--- src/rtl/fp_pkg.sv ---
// Shared operand classes, flag positions and constant helpers for the
// parametrised IEEE-754 datapaths.
package fp_pkg;

  typedef enum logic [1:0] {
    FP_ZERO,
    FP_NORM,
    FP_INF,
    FP_NAN
  } fp_class_e;

  // Bit positions inside the 4-bit {invalid, overflow, underflow, inexact} flag word
  localparam int unsigned FLG_INV = 3;
  localparam int unsigned FLG_OVF = 2;
  localparam int unsigned FLG_UNF = 1;
  localparam int unsigned FLG_INX = 0;

  function automatic int unsigned bias(input int unsigned exp_w);
    return (32'd1 << (exp_w - 32'd1)) - 32'd1;
  endfunction

  // Canonical quiet NaN right-aligned in 64 bits; callers keep the low W bits.
  function automatic logic [63:0] qnan(input int unsigned exp_w, input int unsigned man_w);
    return (((64'd1 << exp_w) - 64'd1) << man_w) | (64'd1 << (man_w - 32'd1));
  endfunction

endpackage

--- src/rtl/fp_round_norm.sv ---
// Combinational normalise / round-to-nearest-even / range-check / pack for a
// double-width significand product. Shared with the adder pipeline.
module fp_round_norm
  import fp_pkg::*;
#(
  parameter int unsigned EXP_W = 8,
  parameter int unsigned MAN_W = 23
) (
  input  logic                    sign_i,
  input  logic signed [EXP_W+1:0] exp_i,
  input  logic [2*MAN_W+1:0]      prod_i,
  output logic [EXP_W+MAN_W:0]    res_o,
  output logic [3:0]              flags_o
);

  localparam int unsigned EW = EXP_W + 2;
  localparam logic signed [EW-1:0] EMAX = EW'((1 << EXP_W) - 1);

  logic                 msb;
  logic [2*MAN_W-1:0]   norm;
  logic [MAN_W-1:0]     frac;
  logic                 guard;
  logic                 sticky;
  logic                 rnd_up;
  logic [MAN_W:0]       frac_r;
  logic signed [EW-1:0] e_n;

  always_comb begin
    // norm drops the hidden bit; a set product MSB means value in [2,4)
    msb    = prod_i[2*MAN_W+1];
    norm   = msb ? prod_i[2*MAN_W:1] : prod_i[2*MAN_W-1:0];
    frac   = norm[2*MAN_W-1:MAN_W];
    guard  = norm[MAN_W-1];
    sticky = (|norm[MAN_W-2:0]) | (msb & prod_i[0]);
    rnd_up = guard & (sticky | frac[0]);
    frac_r = {1'b0, frac} + {{MAN_W{1'b0}}, rnd_up};
    // A carry out of the fraction means 1.11..1 rounded to 10.0: fraction is already zero
    e_n    = exp_i + $signed({{(EW-1){1'b0}}, msb}) + $signed({{(EW-1){1'b0}}, frac_r[MAN_W]});

    res_o            = {sign_i, e_n[EXP_W-1:0], frac_r[MAN_W-1:0]};
    flags_o          = '0;
    flags_o[FLG_INX] = guard | sticky;

    if (!e_n[EW-1] && (e_n >= EMAX)) begin
      res_o            = {sign_i, {EXP_W{1'b1}}, {MAN_W{1'b0}}};
      flags_o[FLG_OVF] = 1'b1;
      flags_o[FLG_INX] = 1'b1;
    end else if (e_n[EW-1] || (e_n == '0)) begin
      res_o            = {sign_i, {(EXP_W+MAN_W){1'b0}}};
      flags_o[FLG_UNF] = 1'b1;
      flags_o[FLG_INX] = 1'b1;
    end
  end

endmodule

--- src/rtl/fp_multiplier_pipe.sv ---
// Three-stage pipelined IEEE-754 multiplier (classify / multiply / round-pack)
// with elastic valid/ready handshakes and flush-to-zero subnormal handling.
module fp_multiplier_pipe
  import fp_pkg::*;
#(
  parameter int unsigned EXP_W = 8,
  parameter int unsigned MAN_W = 23
) (
  input  logic                   clk,
  input  logic                   rst_n,
  input  logic                   in_valid,
  output logic                   in_ready,
  input  logic [EXP_W+MAN_W:0]   in_a,
  input  logic [EXP_W+MAN_W:0]   in_b,
  output logic                   out_valid,
  input  logic                   out_ready,
  output logic [EXP_W+MAN_W:0]   out_res,
  output logic [3:0]             out_flags
);

  localparam int unsigned W  = 1 + EXP_W + MAN_W;
  localparam int unsigned EW = EXP_W + 2;
  localparam int unsigned PW = 2 * MAN_W + 2;
  localparam logic [63:0]          QNAN_FULL = qnan(EXP_W, MAN_W);
  localparam logic [W-1:0]         QNAN      = QNAN_FULL[W-1:0];
  localparam logic signed [EW-1:0] BIAS_E    = EW'(bias(EXP_W));

  function automatic fp_class_e classify(input logic [EXP_W-1:0] e, input logic [MAN_W-1:0] f);
    if (e == '0) return FP_ZERO;
    if (e == '1) return (f == '0) ? FP_INF : FP_NAN;
    return FP_NORM;
  endfunction

  logic             sa, sb;
  logic [EXP_W-1:0] ea, eb;
  logic [MAN_W-1:0] fa, fb;
  fp_class_e        ca, cb, cls_in;
  logic             inv_in;
  logic             ld1, ld2, ld3;

  logic                 v1_q, v1_d, v2_q, v2_d, v3_q, v3_d;
  fp_class_e            cls1_q, cls1_d, cls2_q, cls2_d;
  logic                 inv1_q, inv1_d, inv2_q, inv2_d;
  logic                 sgn1_q, sgn1_d, sgn2_q, sgn2_d;
  logic signed [EW-1:0] e1_q, e1_d, e2_q, e2_d;
  logic [MAN_W:0]       ma1_q, ma1_d, mb1_q, mb1_d;
  logic [PW-1:0]        prod2_q, prod2_d;
  logic [W-1:0]         res3_q, res3_d;
  logic [3:0]           flg3_q, flg3_d;

  logic [W-1:0] rn_res, s3_res;
  logic [3:0]   rn_flg, s3_flg;

  assign {sa, ea, fa} = in_a;
  assign {sb, eb, fb} = in_b;

  // Each stage advances when empty or when its successor advances
  assign ld3      = !v3_q || out_ready;
  assign ld2      = !v2_q || ld3;
  assign ld1      = !v1_q || ld2;
  assign in_ready = ld1;

  assign out_valid = v3_q;
  assign out_res   = res3_q;
  assign out_flags = flg3_q;

  always_comb begin
    ca     = classify(ea, fa);
    cb     = classify(eb, fb);
    cls_in = FP_NORM;
    inv_in = 1'b0;
    if (ca == FP_NAN || cb == FP_NAN) begin
      cls_in = FP_NAN;
      inv_in = (ca == FP_NAN && !fa[MAN_W-1]) || (cb == FP_NAN && !fb[MAN_W-1]);
    end else if ((ca == FP_ZERO && cb == FP_INF) || (ca == FP_INF && cb == FP_ZERO)) begin
      cls_in = FP_NAN;
      inv_in = 1'b1;
    end else if (ca == FP_INF || cb == FP_INF) begin
      cls_in = FP_INF;
    end else if (ca == FP_ZERO || cb == FP_ZERO) begin
      cls_in = FP_ZERO;
    end
  end

  fp_round_norm #(
    .EXP_W(EXP_W),
    .MAN_W(MAN_W)
  ) u_round_norm (
    .sign_i (sgn2_q),
    .exp_i  (e2_q),
    .prod_i (prod2_q),
    .res_o  (rn_res),
    .flags_o(rn_flg)
  );

  always_comb begin
    s3_res = rn_res;
    s3_flg = rn_flg;
    case (cls2_q)
      FP_NAN: begin
        s3_res          = QNAN;
        s3_flg          = '0;
        s3_flg[FLG_INV] = inv2_q;
      end
      FP_INF: begin
        s3_res = {sgn2_q, {EXP_W{1'b1}}, {MAN_W{1'b0}}};
        s3_flg = '0;
      end
      FP_ZERO: begin
        s3_res = {sgn2_q, {(EXP_W+MAN_W){1'b0}}};
        s3_flg = '0;
      end
      default: ;
    endcase
  end

  always_comb begin
    v1_d    = ld1 ? in_valid : v1_q;
    cls1_d  = cls1_q;
    inv1_d  = inv1_q;
    sgn1_d  = sgn1_q;
    e1_d    = e1_q;
    ma1_d   = ma1_q;
    mb1_d   = mb1_q;
    if (ld1 && in_valid) begin
      cls1_d = cls_in;
      inv1_d = inv_in;
      sgn1_d = sa ^ sb;
      e1_d   = $signed({2'b00, ea}) + $signed({2'b00, eb}) - BIAS_E;
      ma1_d  = {1'b1, fa};
      mb1_d  = {1'b1, fb};
    end

    v2_d    = ld2 ? v1_q : v2_q;
    cls2_d  = cls2_q;
    inv2_d  = inv2_q;
    sgn2_d  = sgn2_q;
    e2_d    = e2_q;
    prod2_d = prod2_q;
    if (ld2 && v1_q) begin
      cls2_d  = cls1_q;
      inv2_d  = inv1_q;
      sgn2_d  = sgn1_q;
      e2_d    = e1_q;
      prod2_d = PW'(ma1_q) * PW'(mb1_q);
    end

    v3_d   = ld3 ? v2_q : v3_q;
    res3_d = res3_q;
    flg3_d = flg3_q;
    if (ld3 && v2_q) begin
      res3_d = s3_res;
      flg3_d = s3_flg;
    end
  end

  always_ff @(posedge clk or negedge rst_n) begin
    if (!rst_n) begin
      v1_q    <= 1'b0;
      v2_q    <= 1'b0;
      v3_q    <= 1'b0;
      cls1_q  <= FP_ZERO;
      cls2_q  <= FP_ZERO;
      inv1_q  <= 1'b0;
      inv2_q  <= 1'b0;
      sgn1_q  <= 1'b0;
      sgn2_q  <= 1'b0;
      e1_q    <= '0;
      e2_q    <= '0;
      ma1_q   <= '0;
      mb1_q   <= '0;
      prod2_q <= '0;
      res3_q  <= '0;
      flg3_q  <= '0;
    end else begin
      v1_q    <= v1_d;
      v2_q    <= v2_d;
      v3_q    <= v3_d;
      cls1_q  <= cls1_d;
      cls2_q  <= cls2_d;
      inv1_q  <= inv1_d;
      inv2_q  <= inv2_d;
      sgn1_q  <= sgn1_d;
      sgn2_q  <= sgn2_d;
      e1_q    <= e1_d;
      e2_q    <= e2_d;
      ma1_q   <= ma1_d;
      mb1_q   <= mb1_d;
      prod2_q <= prod2_d;
      res3_q  <= res3_d;
      flg3_q  <= flg3_d;
    end
  end

endmodule

--- config.mk ---
export PLATFORM = sky130hd
export DESIGN_NAME = fp_multiplier_pipe
export DESIGN_NICKNAME = d
export VERILOG_FILES = /design/src/rtl/fp_pkg.sv /design/src/rtl/fp_round_norm.sv /design/src/rtl/fp_multiplier_pipe.sv
export SDC_FILE = /design/constraint.sdc
export NUM_CORES = 2
export LEC_CHECK = 0
export CAP_MARGIN = 30
export CORE_ASPECT_RATIO = 1.5
export CORE_MARGIN = 4
export CORE_UTILIZATION = 60
export CTS_BUF_LIST = sky130_fd_sc_hd__clkbuf_4 sky130_fd_sc_hd__clkbuf_8 sky130_fd_sc_hd__clkbuf_16
export CTS_CLUSTER_SIZE = 40
export DETAILED_ROUTE_END_ITERATION = 10
export PLACE_DENSITY = 0.85
export SYNTH_ARGS = -nofsm -noshare
export SYNTH_HDL_FRONTEND = slang
export SYNTH_SLANG_ARGS = --single-unit
export TNS_END_PERCENT = 5
--- constraint.sdc ---
create_clock -name clk -period 21.2 [get_ports clk]
set_input_delay 2.12 -clock clk [delete_from_list [all_inputs] [get_ports clk]]
set_output_delay 2.12 -clock clk [all_outputs]
set_load 0.01 [all_outputs]
==> results.py <==
metrics = {
    "global_route": {
        "antenna_found_initial": 1,
        "grt_usage_pct": 31.0,
        "gr-total-overflow": 0,
        "grt_use_met2_pct": 54.4,
        "grt_pass1_wl_um": 119000,
        "grt_busiest_layer": "met2",
        "grt_pass1_vias": 23400,
        "grt_max_degree": 103,
        "met1_usage_pct": 36.7,
        "grt_use_met3_pct": 5.14,
    },
    "yosys": {
        "synthMuxAreaShare_pct": 0.568,
        "yosys.area_share.adder_pct": 45.0,
        "avgSynthCellArea_um2": 8.85,
        "synth_cells": 3036,
        "synth_compound_area_share_pct": 7.06,
        "synthTopCellsByArea": "fa_1, dfrtp_1, ha_1",
        "synth_top_family_by_area": "adder cells",
        "synth_cell_types": 68,
        "syn_area_mm2": 0.0269,
        "async_flop_share_pct": 100,
        "synth_xor_area_share_pct": 2.61,
        "synth_top_cell_by_area": "fa_1",
        "yosysSeqAreaShare_pct": 15.1,
        "ys_ff_latch": 162,
        "synthFlopType": "dfrtp_1",
        "ys_warn_count": 0,
        "synth_top_area_share_pct": 36.1,
        "synth_edf_count": 0,
        "syn-num-nets": 3780,
        "synthSimpleGateAreaFrac_pct": 19.4,
    },
    "placed_design": {
        "place.port_buffers": 105,
        "gp_congestion": 0.962,
        "place_hpwl_um": 55200,
        "dpl_cell_area_mm2": 0.0285,
    },
    "clock_tree": {
        "cts_setup_buffers": 0,
        "clockBufferDepth": 2,
        "insertion_delay_ns": 0.47,
        "clk_pin_slew_ns": 0.08,
        "cts_resized": 0,
        "cts_sinks": 162,
        "cts_max_level": 4,
        "clock_tree.root_cell": "clkbuf_16",
        "cts_tree": "yes",
        "numCtsBuffers": 17,
        "holdBufCountCts": 0,
    },
    "critical_path": {
        "slowest_delay_ns": 1.04,
        "crit_buf_inv": 7,
        "critical_path_class": "reg -> reg",
        "worst-path-max-fanout": 25,
        "end_kind": "flop",
        "arrival_ns": 8.10,
        "cpLargestDelayFamily": "adder cells",
        "cp_slowest_cell": "dfrtp_1",
        "cp.required_ns": 21.51,
        "cp-start-kind": "flop",
    },
    "sta": {
        "slew_headroom_pct": 24.0,
        "period_share_pct": 36.7,
        "fin_skew_ns": 0.0161,
        "rsz0062_at_grt": "no",
        "fin_crit_ns": 7.79,
        "setup_tns_ns": 0,
        "worst_pin_slew_ns": 1.14,
        "setup_viol": 0,
        "hold_viol": 0,
        "clock.fmax_mhz": 128,
        "slew_viol_final": 0,
    },
    "floorplan": {
        "dieArea_mm2": 0.0483,
        "die_x_um": 181,
        "core-area_mm2": 0.0441,
        "die_y_um": 267,
        "boundaryPins": 106,
        "initial_utilization_pct": 60.9,
        "rows": 94,
    },
    "layout": {
        "nets": 3795,
        "multi_input_area_mm2": 0.0201,
        "drive_above_1_share_pct": 3.56,
        "area_delta_synth_final_pct": 8.87,
        "regArea_mm2": 0.00406,
        "final_common_cell": "nand2_1",
        "nFillCells": 3397,
        "stdcell_area_mm2": 0.0292,
        "mostFrequentLayoutCells": "nand2_1, inv_1, fa_1",
        "antenna_cells": 0,
    },
    "routing": {
        "vias_per_cell": 5.86,
        "via_count": 21300,
        "wl_per_cell_um": 20.2,
        "drt-total-wl_um": 73600,
        "ant_nets": 0,
        "dr.pass1.iters": 6,
        "drt-initial-drc-count": 1502,
        "drc": 0,
    },
    "outcome": {
        "outcome": "completed",
    },
    "job": {
        "drv_cap": 0,
    },
    "min_path": {
        "hp-class": "reg -> reg",
    },
}
[stage by stage]
step / util (%) / std cells / hold WS (ns) / worst slack, ns
4_1_cts: 65.9 / 3634 / 0.464 / 13.43
5_1_grt: 66.3 / 3640 / 0.493 / 13.04
2_1_floorplan: - / 3036 / 0.439 / 14.32
3_3_place_gp: 64.2 / 3593 / 0.450 / 13.63
6_report: 66.3 / 3640 / 0.460 / 13.41
3_5_place_dp: 64.6 / 3602 / 0.454 / 13.45
[final timing paths]
kind,from,endpoint,slack (ns),depth (start not counted)
min in group asynchronous,rst_n,mb1_q[16],1.43,1
min reg2reg,e1_q[5],e2_q[5],0.46,2
max,ma1_q[13],prod2_q[45],13.41,25
max in group asynchronous,rst_n,prod2_q[47],18.23,3
max reg2reg,ma1_q[13],prod2_q[45],13.41,25
min,e1_q[5],e2_q[5],0.46,2
[state kept, by name (all words and copies together) (netlist names)]
register / cells
out_res: 32
sgn1_q: 1
e2_q: 10
out_flags: 4
prod2_q: 48
e1_q: 10
cls1_q: 2
ma1_q: 24
out_valid: 1
v2_q: 1
inv2_q: 1
sgn2_q: 1
mb1_q: 23
inv1_q: 1
v1_q: 1
cls2_q: 2
[worst reg2reg max path, stage by stage (launching register included)]
cell and delay (ns):
dfrtp_1 1.04, nand2_1 0.19, fa_1 0.57, inv_1 0.05
fa_1 0.48, inv_1 0.06, fa_1 0.53, inv_1 0.05
fa_1 0.49, inv_1 0.05, fa_1 0.55, inv_1 0.06
fa_1 0.47, inv_1 0.05, fa_1 0.47, inv_1 0.04
ha_1 0.37, a21oi_2 0.23, o21ai_0 0.12, a221o_1 0.37
a21oi_2 0.20, o21ai_1 0.14, a41o_1 0.38, a31o_1 0.26
a311oi_1 0.32, o31ai_1 0.11
[cell type report]
type / instances / share of cell area, %
clock buffers: 18 / 1.48
clock inverters: 14 / 0.501
inverters: 569 / 7.30
multi-input cells: 2146 / 68.6
flip-flops and latches: 162 / 13.9
well taps: 576 / 2.46
repair buffers: 155 / 5.75
[logic make-up after synthesis]
logic type / count (synthesis)
multiplexers: 15
adder cells (fa/ha/maj): 676
XOR/XNOR: 80
AND/OR/NAND/NOR: 1096
flip-flops: 162
AO/OA/AOI/OAI: 279
buffers and inverters: 728
[cells in the mapped netlist, types with 22 or more instances]
master / count
dfrtp_1: 162
o21ai_0: 76
xor2_1: 33
xnor2_1: 47
nor2_1: 40
fa_1: 484
nand3_1: 36
and2_1: 311
inv_1: 569
nand4_1: 22
a21o_1: 34
a22o_1: 23
clkbuf_1: 146
ha_1: 192
a21oi_1: 61
nand2_1: 603
[per-layer routing]
layer	wire length, µm	share of wire [%]
met1	25900	35
met5	13	0.018
met3	6310	8.6
met4	4820	6.5
met2	36600	50
Power is not shown: default switching activity piles up to over one toggle a cycle in this logic, so the estimate is an artifact.
